### src/rtl/mcu_spi_slave.sv
// SPI mode 0 slave front end, oversampled in the clk domain, with a byte-strobe receive side
// and a registered MISO serialiser. Optional frame-abort timeout enabled by MCU_SPI_TIMEOUT_EN.
module mcu_spi_slave #(
    parameter int SYNC_STAGES    = 2,
    parameter int TIMEOUT_CYCLES = 4096
) (
    input  logic       clk,
    input  logic       reset,
    input  logic       spi_csn,
    input  logic       spi_sclk,
    input  logic       spi_mosi,
    output logic       spi_miso,
    output logic       rx_strobe,
    output logic       rx_start,
    output logic [7:0] rx_byte,
    input  logic [7:0] tx_byte,
    output logic       busy,
    output logic       timeout
);

    typedef enum logic [1:0] {WAIT_HI, IDLE, SHIFT} state_e;

    if (SYNC_STAGES < 2) begin : g_bad_sync
        $error("SYNC_STAGES must be at least 2");
    end
    if (TIMEOUT_CYCLES < 2) begin : g_bad_timeout
        $error("TIMEOUT_CYCLES must be at least 2");
    end

    state_e                 state_q, state_d;
    logic [SYNC_STAGES-1:0] csn_sync_q, sclk_sync_q, mosi_sync_q;
    logic                   sclk_prev_q;
    logic                   csn_s, sclk_s, mosi_s, sclk_rise, sclk_fall, tmo_hit;
    logic [2:0]             bitcnt_q, bitcnt_d;
    logic [6:0]             rx_shift_q, rx_shift_d;     // first seven bits of the byte in flight
    logic [7:0]             tx_shift_q, tx_shift_d;
    logic [7:0]             rx_byte_q, rx_byte_d;
    logic                   first_flag_q, first_flag_d;
    logic                   rx_strobe_q, rx_strobe_d;
    logic                   rx_start_q, rx_start_d;

    assign csn_s     = csn_sync_q[SYNC_STAGES-1];
    assign sclk_s    = sclk_sync_q[SYNC_STAGES-1];
    assign mosi_s    = mosi_sync_q[SYNC_STAGES-1];
    assign sclk_rise = sclk_s & ~sclk_prev_q;
    assign sclk_fall = ~sclk_s & sclk_prev_q;

`ifdef MCU_SPI_TIMEOUT_EN
    localparam int TW = $clog2(TIMEOUT_CYCLES + 1);
    logic [TW-1:0] tmo_cnt_q, tmo_cnt_d;
    logic          timeout_q;

    // Counts clk cycles since the last SCLK edge while a frame is open.
    assign tmo_hit = (state_q == SHIFT) && !csn_s && !sclk_rise && !sclk_fall &&
                     (tmo_cnt_q == TW'(TIMEOUT_CYCLES - 1));

    always_comb begin
        tmo_cnt_d = '0;
        if (state_q == SHIFT && !sclk_rise && !sclk_fall && !tmo_hit)
            tmo_cnt_d = tmo_cnt_q + TW'(1);
    end

    always_ff @(posedge clk) begin
        if (reset) begin
            tmo_cnt_q <= '0;
            timeout_q <= 1'b0;
        end else begin
            tmo_cnt_q <= tmo_cnt_d;
            timeout_q <= tmo_hit;
        end
    end

    assign timeout = timeout_q;
`else
    assign tmo_hit = 1'b0;
    assign timeout = 1'b0;
`endif

    always_comb begin
        // NOTE: every combinational output gets a default first so no path leaves it unassigned (no latches).
        state_d      = state_q;
        bitcnt_d     = bitcnt_q;
        rx_shift_d   = rx_shift_q;
        tx_shift_d   = tx_shift_q;
        rx_byte_d    = rx_byte_q;
        first_flag_d = first_flag_q;
        rx_strobe_d  = 1'b0;
        rx_start_d   = 1'b0;
        case (state_q)
            WAIT_HI: if (csn_s) state_d = IDLE;
            IDLE: begin
                if (!csn_s) begin
                    state_d      = SHIFT;
                    bitcnt_d     = 3'd0;
                    first_flag_d = 1'b1;
                    tx_shift_d   = 8'h00;
                end
            end
            SHIFT: begin
                // Chip-select release takes priority over any SCLK edge seen in the same cycle.
                if (csn_s) begin
                    state_d = IDLE;
                end else if (tmo_hit) begin
                    state_d    = WAIT_HI;
                    tx_shift_d = 8'h00;
                end else begin
                    if (sclk_rise) begin
                        rx_shift_d = {rx_shift_q[5:0], mosi_s};
                        bitcnt_d   = bitcnt_q + 3'd1;
                        if (bitcnt_q == 3'd7) begin
                            rx_byte_d    = {rx_shift_q, mosi_s};
                            rx_strobe_d  = 1'b1;
                            rx_start_d   = first_flag_q;
                            first_flag_d = 1'b0;
                        end
                    end
                    if (sclk_fall) begin
                        if (bitcnt_q == 3'd0) tx_shift_d = tx_byte;
                        else                  tx_shift_d = {tx_shift_q[6:0], 1'b0};
                    end
                end
            end
            default: state_d = WAIT_HI;
        endcase
    end

    always_ff @(posedge clk) begin
        // NOTE: sequential state uses non-blocking assignments so every flop samples pre-edge values.
        if (reset) begin
            // csn synchroniser clears to "selected": after reset a still-open frame is ignored until csn rises.
            csn_sync_q   <= '0;
            sclk_sync_q  <= '0;
            mosi_sync_q  <= '0;
            sclk_prev_q  <= 1'b0;
            state_q      <= WAIT_HI;
            bitcnt_q     <= 3'd0;
            rx_shift_q   <= 7'd0;
            tx_shift_q   <= 8'h00;
            rx_byte_q    <= 8'h00;
            first_flag_q <= 1'b0;
            rx_strobe_q  <= 1'b0;
            rx_start_q   <= 1'b0;
        end else begin
            csn_sync_q   <= {csn_sync_q[SYNC_STAGES-2:0], spi_csn};
            sclk_sync_q  <= {sclk_sync_q[SYNC_STAGES-2:0], spi_sclk};
            mosi_sync_q  <= {mosi_sync_q[SYNC_STAGES-2:0], spi_mosi};
            sclk_prev_q  <= sclk_s;
            state_q      <= state_d;
            bitcnt_q     <= bitcnt_d;
            rx_shift_q   <= rx_shift_d;
            tx_shift_q   <= tx_shift_d;
            rx_byte_q    <= rx_byte_d;
            first_flag_q <= first_flag_d;
            rx_strobe_q  <= rx_strobe_d;
            rx_start_q   <= rx_start_d;
        end
    end

    // MISO is the MSB of the transmit shift register, so it is already a clk-domain flop.
    assign spi_miso  = tx_shift_q[7];
    assign rx_strobe = rx_strobe_q;
    assign rx_start  = rx_start_q;
    assign rx_byte   = rx_byte_q;
    assign busy      = (state_q == SHIFT);

endmodule

### config.mk
export PLATFORM = sky130hd
export DESIGN_NAME = mcu_spi_slave
export DESIGN_NICKNAME = d
export VERILOG_FILES = /design/src/rtl/mcu_spi_slave.sv
export SDC_FILE = /design/constraint.sdc
export NUM_CORES = 1
export LEC_CHECK = 0
export BUFFER_PORTS_ARGS = -buffer_cell sky130_fd_sc_hd__buf_2
export CAP_MARGIN = 20
export CORE_ASPECT_RATIO = 0.75
export CORE_MARGIN = 5
export CORE_UTILIZATION = 50
export CTS_CLUSTER_DIAMETER = 150
export CTS_CLUSTER_SIZE = 28
export DETAILED_ROUTE_END_ITERATION = 6
export PLACE_DENSITY = 0.79
export SLEW_MARGIN = 30
export SYNTH_ARGS = -nofsm -noshare
export SYNTH_HDL_FRONTEND = slang
export SYNTH_SLANG_ARGS = --single-unit
export TNS_END_PERCENT = 30
### constraint.sdc
create_clock -name clk -period 2.06 [get_ports clk]
set_input_delay 0 -clock clk [delete_from_list [all_inputs] [get_ports clk]]
set_output_delay 0 -clock clk [all_outputs]
set_load 0.02 [all_outputs]
After elaboration in Yosys (flattened, before gate mapping)
Cells that the tools add are included.

storage, ports and cells
  bits in registers = 38
  input port bits = 13
  word-level logic and storage cells = 60

cells by class
  add/sub/neg operators = 1
  equality and inequality tests = 9
  muxes and demuxes = 18
  bitwise operators = 8
  reductions and logical operators = 12

operators with widths
  cell                                                                     count
  8-bit two-way mux                                                        4
  8-bit case mux with 2 select lines                                       1
  4-bit AND reduction                                                      3
  3-bit two-way mux                                                        3
  2-bit by 1-bit inequality test with 1-bit output, second input constant  4
  1-bit NOT                                                                6
  3-bit case mux with 2 select lines                                       1
  1-bit two-way mux                                                        5
  5-bit AND reduction                                                      1
  5-bit OR reduction                                                       1
  2-bit two-way mux                                                        2
  2-bit inequality test, second input constant                             2
  2-bit case mux with 2 select lines                                       1
  4-bit OR reduction                                                       1
  3-bit by 1-bit adder with 3-bit output, second input constant            1
  3-bit == test, second input constant                                     1
  3-bit zero test                                                          1
  3-bit AND reduction                                                      1
  1-bit AND                                                                2
  2-bit by 1-bit == test with 1-bit output, second input constant          1
  2-bit == test, second input constant                                     1
  2-bit zero test                                                          1
  1-bit case mux with 2 select lines                                       1
  2-bit AND reduction                                                      1
  other kinds (2)                                                          2

Logic depth before layout (Yosys ltp)
Gate-level depths: netlist of run 1.

  depth in word-level cells = 5
  mapped depth = 6
  gate-level depth less buffers = 5

Worst setup path after synthesis of run 1
Ideal clock, no wire load.

  kind = flip-flop to flip-flop
  start point = register bitcnt_q[0]
  end point = register rx_byte_q[0], in the netlist rx_byte[0]
  library setup time = 0.116 ns
  arrival time = 1.427 ns
  required time = 1.944 ns
  path slack = 0.518 ns
  stages on the path, launching flop included = 7
  buffers on the path = 1
  cells stage by stage = dfxtp_1 > ha_1 > ha_1 > nand3b_1 > or2_1 > buf_2 > a31o_1

on the way
  cells in the longest elaborated chain, start to end = 2

RTL lines
  element                        line  text
  start: declaration             34    logic [2:0] bitcnt_q, bitcnt_d;
  start signal: assignment       149   bitcnt_q <= bitcnt_d;
  3-bit == test                  110   if (bitcnt_q == 3'd7) begin
  4-bit AND reduction (no line)  n/a
  end signal: assignment         152   rx_byte_q <= rx_byte_d;
  end: declaration               37    logic [7:0] rx_byte_q, rx_byte_d;

No other way between the ends.
A chain may end at the register's enable or synchronous reset.

Worst setup path in the final report of run 1
  start point = register state_q[1]
  end point = register first_flag_q

on the way
  cells in the longest elaborated chain, start to end = 3
  elaborated cells on any way between the ends = 9
  those cells by class = eq/ne (6); mux (1); reduce/logical (2)

RTL lines
  element                                                                                   line  text
  start: declaration                                                                        30    state_e state_q, state_d;
  start signal: assignment                                                                  148   state_q <= state_d;
  2-bit == test or 2-bit by 1-bit == test with 1-bit output (tied branches)                 89    case (state_q)
  2-bit by 1-bit inequality test with 1-bit output (no line), or another cell as far along  n/a
  5-bit AND reduction (no line)                                                             n/a
  end signal: assignment                                                                    153   first_flag_q <= first_flag_d;
  end: declaration                                                                          38    logic first_flag_q, first_flag_d;

Several ways; a longest one is shown, not always the timed one.

==> results of run 1 <==
-- metrics by stage --
stage / hold WS, ps / total power (W) / util / worst slack [ps] / std cells
final: 4.564 / 0.001337 / 0.6183 / 223.7 / 202
after global routing: 28.74 / 0.001387 / 0.6183 / 136.6 / 202
after CTS: 3.508 / 0.001346 / 0.6183 / 239.1 / 202
after detailed placement: 221.7 / 0.0008206 / 0.5616 / 266.3 / 187
after global placement: 214.5 / 0.0008176 / 0.5616 / 320.0 / 187
after floorplan: 128.2 / 0.0008032 / - / 517.7 / 130
-- logic make-up (layout without fill, tap and decap cells) --
group / Yosys count / count (layout) / share of synthesized area
buffers and inverters: 9 / 43 / 0.03093
adder cells (fa/ha/maj): 3 / 3 / 0.02509
multiplexers: 15 / 15 / 0.1012
AND/OR/NAND/NOR: 41 / 41 / 0.1982
AO/OA/AOI/OAI: 23 / 23 / 0.1338
flip-flops: 38 / 38 / 0.5084
other: 1 / 1 / 0.002506
-- worst paths after layout --
check | start | endpoint | slack, ps
setup / recovery | state_q[1]$_SDFFE_PP0P_ | first_flag_q$_SDFFE_PP0P_ | 220
hold / removal | tx_byte[2] | tx_shift_q[2]$_SDFFE_PP0P_ | 5
setup reg to reg | state_q[1]$_SDFFE_PP0P_ | first_flag_q$_SDFFE_PP0P_ | 220
hold reg to reg | csn_sync_q[0]$_SDFF_PP0_ | csn_sync_q[1]$_SDFF_PP0_ | 440
-- Yosys cell counts, drive strengths merged, types with 2 or more instances --
cell,n
ha,3
nand3b,2
inv,2
buf,4
and2b,2
clkbuf,2
nor2b,8
nor3b,3
a31o,8
o31ai,2
nor2,2
mux2i,14
nand2b,9
nor3,8
o2bb2ai,8
dfxtp,38
a22o,2
-- registers in the layout (all words and copies together), names as in the netlist --
signal	flops
rx_start	1
state_q	2
rx_byte	8
first_flag_q	1
tx_shift_q	8
bitcnt_q	3
mosi_sync_q	2
sclk_sync_q	2
rx_strobe	1
csn_sync_q	2
rx_shift_q	7
sclk_prev_q	1
-- final cells by class --
class / instances / area [um^2] / share of cell area
Clock inverter: 2 / 12.51 / 0.006944
Sequential cell: 38 / 760.7 / 0.4222
Inverter: 3 / 11.26 / 0.006250
Multi-Input combinational cell: 83 / 689.4 / 0.3826
Tap cell: 38 / 47.55 / 0.02639
Timing Repair Buffer: 32 / 197.7 / 0.1097
Clock buffer: 6 / 82.58 / 0.04583
-- power by group --
group	leakage [nW]	total (W)	switching [W]	internal, W
Clock	0.0472	0.000523	0.000254	0.000268
Combinational	0.417	0.0000647	0.0000304	0.0000344
Sequential	0.308	0.000749	0.00000711	0.000742
Total	0.772	0.00134	0.000292	0.00105
-- cell usage in the layout (no fill, tap or decap), types with 2 or more instances in the layout --
cell type,count
a22o_1,2
a31o_1,8
and2b_1,2
buf_2,24
clkbuf_8,6
dfxtp_1,38
dlygate4sd3_1,7
ha_1,3
inv_1,2
mux2i_1,14
nand2b_1,9
nand3b_1,2
nor2_1,2
nor2b_1,8
nor3_1,8
o2bb2ai_1,8
-- routing by layer --
layer | up-vias | GRT usage | wire, um
met4 | 0 | 0.07105 | 62
met3 | 7 | 0.04754 | 112
met2 | 16 | 0.2242 | 1333
met1 | 494 | 0.1927 | 1369
li1 | 533 | - | -
met5 | - | 0 | 0
-- timing repair --
action / 4_1_cts / 5_1_grt
hold buffers: 7 / 0
setup endpoints to repair: 0 / 0
gates resized for setup: 0 / 0
endpoints found under the hold margin: 7 / 0
buffers inserted: 0 / 0
-- critical path, delay by kind of cell (launching register included) --
kind,cells,cell delay [ps]
AOI/OAI and AO/OA,1,310
DFF,1,410
and+or+nand+nor,2,1020
==> impl_results.md, run 1 <==
- Mapped Nets: 146
- # DRC: 0
- Clock Path Buffers: 2
- Syn-to-layout area delta: 20.40%
- Post-synth ARST share: 0
- Worst hold path type: input pin to register
- CTS tree: done
- Setup TNS: 0 ps
- Worst Clk Skew: 4.754 ps
- IO Count: 26
- Number of distinct library cells after synthesis: 36
- Synth area leader: dfxtp_1
- GPL Wtd Cong: 0.7866
- Ant. Diodes: 0
- Largest net degree at the start of global routing: 24
- CP max FO: 11
- Cell area after placement: 1637 um^2
- GRT overflow: 0
- Rows: 17
- Clk Tree Root Cell: clkbuf_8
- Die Y: 57.38 um
- Flops & latches, synth: 38
- Final slew viol count: 0
- Power Density: 742.2 nW/um^2
- Outcome: finished clean
- Yosys top cell area share: 0.5084
- Later-pin clock latency in the skew report: 290 ps
- Max Cap Viol: 0
- Max Freq: 0.5446 GHz
- Hold Vio Cnt, Final: 0
- Synth top area cells: dfxtp_1, mux2i_1, a31o_1
- CP required: 2250 ps
- Peak supply drop: 0.4390 mV
- Final setup viols: 0
- Post-DP HPWL: 2.101 mm
- Worst slew pin tran: 802.7 ps
- Crit path DAT: 2020 ps
- First-pass GRT wire length: 4.788 mm
- Synthesized area per cell: 11.51 um^2
- Netlist Area Pre-Place: 1496 um^2
- Leakage: 0.7716 nW
- RSZ-0062 raised after global routing: false
- Seq/Total Area, Yosys: 0.5084
- Via count: 1050
- Drt total wl: 2.877 mm
- CP startpoint kind: register
- GR Util All Layers: 0.1491
- CP cell instances: or3b_1 -> or2_1 -> a32o_1
- Starting Density: 0.5135
- Cells after synthesis: 130
- Slowest cell delay on critical path: 580 ps
- Post-route ant nets: 0
- Number of detailed-route iterations in the first pass: 5
- Via density: 5.198
- # port buffers: 24
- Synthesis Warnings: 0
- Fill count: 222
- Antenna violations before repair: 0
- Die area: 4198 um^2
- Design area: 1802 um^2
- Core footprint: 2914 um^2
- CTS HTree Levels: 2
- CTS sink count: 38
- Post-synth EDFFs: 0
- Number of DRC markers in iteration 0: 59
- Synth Flop Type: dfxtp_1
- Ratio of cells with drive above 1 in the final layout: 0.2317
- Fin crit period: 1836 ps
- Vias in the first global route: 1033
- CP Class: register to register
- Slowest CP cell: or3b_1
- # nets final: 179
- Clock-pin slew on the worst setup and hold paths: 70 ps
- FF-to-FF path depth: 3
- Fin crit share: 0.8914
- Worst slew margin: 0.4638
- Hold Path Cell Cnt: 3
- CTS buffer count: 5
- Worst setup EP type: register
- Drt wl/cell: 14.24 um
- Die Width: 73.17 um
Note: power is estimated with default switching activity, not from simulation.
==> run 2: changes to the inputs <==
CORE_UTILIZATION = 48   (was 50)
PLACE_DENSITY = 0.8   (was 0.79)
clock period = 1.6 ns   (was 2.06 ns; I/O delays follow)
==> run 2 against run 1 <==
Compared with the run above: cell count is 5.4% higher; first-iteration DRC count is 36% higher; critical path type unchanged; register-to-register slack worse by 130 ps; critical endpoint is now rx_shift_q[3]$_SDFFE_PP0P_; clock skew hardly changed.
==> impl_results.md, run 2 (synthesis results as in run 1) <==
- Slowest CP cell: or3b_4
- IO Count: 26
- Ratio of cells with drive above 1 in the final layout: 0.2800
- CP bufs+invs: 2
- First-pass GRT wire length: 4.933 mm
- Number of DRC markers in iteration 0: 80
- Fill count: 237
- Placed cell count: 194
- Final setup viols: 0
- FF-to-FF path depth: 5
- Hold Vio Cnt, Final: 0
- Antenna violations before repair: 0
- CP cell instances: or3b_4 -> buf_4 -> nor3b_4 -> buf_6 -> mux2i_1
- Via count: 1099
- Power Density: 967.0 nW/um^2
- Fin crit period: 1509 ps
- Drt total wl: 2.968 mm
- Rows: 17
- Pre-CTS WS: -28.57 ps
- Vias in the first global route: 1075
- # nets final: 190
- Clock Path Buffers: 2
- Via density: 5.160
- GPL Wtd Cong: 0.7459
- Most frequent cells in the layout: dfxtp_1, buf_2, mux2i_1
- Slowest cell delay on critical path: 400 ps
- Post-route insts no fill: 213
- Commonest non-fill, non-tap cell in the layout: dfxtp_1
- Clk Tree Root Cell: clkbuf_8
- Design area: 1917 um^2
- CP startpoint kind: register
- Die Width: 74.47 um
- Worst hold path type: input pin to register
- Ant. Diodes: 0
- Cell family with most CP delay: simple AND/OR/NAND/NOR gates
- # DRC: 0
- Worst Clk Skew: 4.348 ps
- Later-pin clock latency in the skew report: 290 ps
- CP required: 1820 ps
- Number of detailed-route iterations in the first pass: 4
- # port buffers: 24
- CP Class: register to register
- Worst setup EP type: register
- CTS HTree Levels: 2
- Max Cap Viol: 0
- RSZ-0062 raised after global routing: false
- Peak supply drop: 0.8016 mV
- GRT overflow: 0
- Starting Density: 0.5025
- GR Util All Layers: 0.1493
- Post-DP HPWL: 2.034 mm
- CTS buffer count: 5
- Leakage: 0.8414 nW
- Multi-input gate area: 696.9 um^2
- Clock-pin slew on the worst setup and hold paths: 70 ps
- Sequential cell area: 760.7 um^2
- Die Y: 58.36 um
- Crit path DAT: 1730 ps
- Max Freq: 0.6626 GHz
- Outcome: finished clean
- Post-route ant nets: 0
- Core footprint: 2978 um^2
- CTS tree: done
- Final slew viol count: 0
- Cell area after placement: 1689 um^2
- CP max FO: 5
- Crit. path cell count: 5
- Fin crit share: 0.9433
- Drt wl/cell: 13.93 um
- Final WS setup: 90.72 ps
- Die area: 4346 um^2
- CTS sink count: 38
- Syn-to-layout area delta: 28.09%
- Hold Path Cell Cnt: 3
- Largest net degree at the start of global routing: 16
## run 2: what timing repair did
action	CTS	global route
pin swaps	0	1
cloned	0	0
gates resized for setup	2	2
setup buffers	0	1
hold endpoints to repair	10	0
hold buffers	10	0
endpoints found under the setup margin	10	15
## run 2: area by class of cell
class / count / share of cell area
inverters: 3 / 0.005875
clock inverters: 3 / 0.02089
well taps: 38 / 0.02480
multi-input cells: 83 / 0.3636
repair buffers: 43 / 0.1521
clock buffers: 5 / 0.03590
flip-flops and latches: 38 / 0.3969
## run 2: per-stage QoR
stage | hold WS [ps] | util | total power [W] | TNS (ps)
2_1_floorplan | 128.2 | - | 0.001034 | 0
3_3_place_gp | 219.1 | 0.5672 | 0.001063 | 0
3_5_place_dp | 229.4 | 0.5672 | 0.001067 | -50.42
4_1_cts | 20.77 | 0.6391 | 0.001869 | 0
5_1_grt | 41.08 | 0.6437 | 0.001924 | 0
6_report | 15.10 | 0.6437 | 0.001854 | 0
## run 2: final timing paths
check	start	end	slack, ps
min reg2reg	sclk_sync_q[0]$_SDFF_PP0_	sclk_sync_q[1]$_SDFF_PP0_	450
max	csn_sync_q[1]$_SDFF_PP0_	rx_shift_q[3]$_SDFFE_PP0P_	90
min	tx_byte[6]	tx_shift_q[6]$_SDFFE_PP0P_	20
max reg2reg	csn_sync_q[1]$_SDFF_PP0_	rx_shift_q[3]$_SDFFE_PP0P_	90
## run 2: layer usage
layer | track usage | routed length, um
met1 | 0.1928 | 1372
met2 | 0.2315 | 1445
met3 | 0.05290 | 124
met4 | 0.05330 | 25
met5 | 0 | 0
## run 2: worst reg2reg max path, stage by stage, from the launching register on
cell and delay (ps):
dfxtp_1 350, or3b_4 400, buf_4 170, nor3b_4 190
buf_6 160, mux2i_1 190
## run 2: report_power, final
group	switching [W]	leakage, nW	internal (W)
Sequential	0.00000767	0.308	0.000956
Combinational	0.0000455	0.476	0.0000586
Clock	0.000328	0.0579	0.000458
==> run 3: changes to the inputs <==
RECOVER_POWER = 25   (was not set)
==> run 3 against run 2 <==
Compared with the run above: sequential share of layout area increased by 0.10 points; global-route usage unchanged; non-clock buffer count unchanged; largest cell class unchanged; largest power group unchanged.
==> impl_results.md, run 3 (synthesis results as in run 1) <==
- Outcome: finished clean
- Post-route insts no fill: 213
- Ant. Diodes: 0
- Die Width: 74.47 um
- Max Freq: 0.6626 GHz
- Post-route ant nets: 0
- Number of detailed-route iterations in the first pass: 4
- Commonest non-fill, non-tap cell in the layout: dfxtp_1
- CTS buffer count: 5
- P_sw: 0.0003808 W
- # DRC: 0
- IO Count: 26
- # nets final: 190
- Placed cell count: 194
- Worst hold slack: 15.08 ps
- Logic pwr share: 0.056
- Clk pwr share: 0.424
- Core footprint: 2978 um^2
- Metal3 WL: 124 um
- Starting Density: 0.5025
- Final slew viol count: 0
- Worst Clk Skew: 4.348 ps
- Final setup viols: 0
- First-pass GRT wire length: 4.933 mm
- CP startpoint kind: register
- Rows: 17
- Antenna violations before repair: 0
- Via count: 1101
- Fin crit period: 1509 ps
- Drt total wl: 2.973 mm
- Peak supply drop: 0.8016 mV
- Largest net degree at the start of global routing: 16
- GR Util All Layers: 0.1493
- Drt wl/cell: 13.96 um
- Die area: 4346 um^2
- GRT overflow: 0
- CTS HTree Levels: 2
- Die Y: 58.36 um
- Worst setup EP type: register
- GPL Wtd Cong: 0.7459
- Clock Path Buffers: 2
- Clk Tree Root Cell: clkbuf_8
- Leakage: 0.8237 nW
- Hold Vio Cnt, Final: 0
- CP cell instances: or3b_4 -> buf_4 -> nor3b_4 -> buf_6 -> mux2i_1
- Seq pwr share: 0.520
- Syn-to-layout area delta: 27.76%
- # port buffers: 24
- Worst hold path type: input pin to register
- Slowest cell delay on critical path: 400 ps
- Max Cap Viol: 0
- DR WL met2: 1.447 mm
- DRT met1 WL: 1.375 mm
- Internal power: 0.001473 W
- CTS tree: done
- Ratio of cells with drive above 1 in the final layout: 0.2571
- Switching Share: 0.2055
- Post-DP HPWL: 2.034 mm
- Number of DRC markers in iteration 0: 80
- Power Density: 969.5 nW/um^2
- Most frequent cells in the layout: dfxtp_1, buf_2, mux2i_1
- Later-pin clock latency in the skew report: 290 ps
- Crit path DAT: 1730 ps
- Fin crit share: 0.9433
- Clock-pin slew on the worst setup and hold paths: 70 ps
- Via density: 5.169
- DR top layer: met4
- CP Class: register to register
- CP max FO: 5
- FF-to-FF setup slack: 90 ps
- Vias in the first global route: 1075
- CP required: 1820 ps
- Slowest CP cell: or3b_4
- RSZ-0062 raised after global routing: false
- CTS sink count: 38
run 3: metal layers:
metal / global-route usage / up-vias
met4: 0.05330 / 0
met1: 0.1928 / 519
met2: 0.2315 / 19
met3: 0.05290 / 5
li1: - / 558
met5: 0 / -
run 3: final timing paths:
check | start | endpoint | depth (start not counted)
worst max-delay path | csn_sync_q[1]$_SDFF_PP0_ | rx_shift_q[3]$_SDFFE_PP0P_ | 5
worst min-delay path | tx_byte[6] | tx_shift_q[6]$_SDFFE_PP0P_ | 3
worst min register to register | sclk_sync_q[0]$_SDFF_PP0_ | sclk_sync_q[1]$_SDFF_PP0_ | 1
worst max register to register | csn_sync_q[1]$_SDFF_PP0_ | rx_shift_q[3]$_SDFFE_PP0P_ | 5
run 3: final cells by class:
| type | instances | area, um^2 |
|---|---|---|
| clock buffer | 5 | 68.82 |
| clock inverter | 3 | 40.04 |
| fill | 241 | 1066 |
| inverter | 3 | 11.26 |
| multi-input combinational | 83 | 696.9 |
| sequential | 38 | 760.7 |
| tap | 38 | 47.55 |
| timing repair buffer | 43 | 286.5 |
run 3: metrics by stage:
| stage | cell area, um^2 | power (W) | worst slack, ps | util | TNS [ps] |
|---|---|---|---|---|---|
| after floorplan | 1496 | 0.001034 | 57.68 | - | 0 |
| after global placement | 1689 | 0.001063 | 46.23 | 0.5672 | 0 |
| after detailed placement | 1689 | 0.001067 | -28.57 | 0.5672 | -50.42 |
| after CTS | 1903 | 0.001869 | 16.23 | 0.6391 | 0 |
| after global routing | 1912 | 0.001924 | 0.8085 | 0.6420 | 0 |
| final | 1912 | 0.001854 | 90.68 | 0.6420 | 0 |
run 3: power by group through the flow:
| stage | Sequential [W] | Clock [W] | Combinational (W) |
|---|---|---|---|
| after floorplan | 0.000984 | 0 | 0.0000504 |
| after global placement | 0.000984 | 0 | 0.0000791 |
| after detailed placement | 0.000985 | 0 | 0.0000822 |
| after CTS | 0.000963 | 0.000804 | 0.000102 |
| after global routing | 0.000964 | 0.000845 | 0.000114 |
| final | 0.000963 | 0.000786 | 0.000104 |
run 3: critical path: cells and delay by family (launching register included):
kind,cells,cell delay [ps]
buf+inv,2,320
flops,1,350
mux,1,180
simple gates,2,590
run 3: repair_timing:
action,4_1_cts,5_1_grt
pin swaps,0,1
setup endpoints to repair,10,15
resized for setup,2,2
buffers inserted,0,1
endpoints found under the hold margin,10,0
hold buffers,10,0
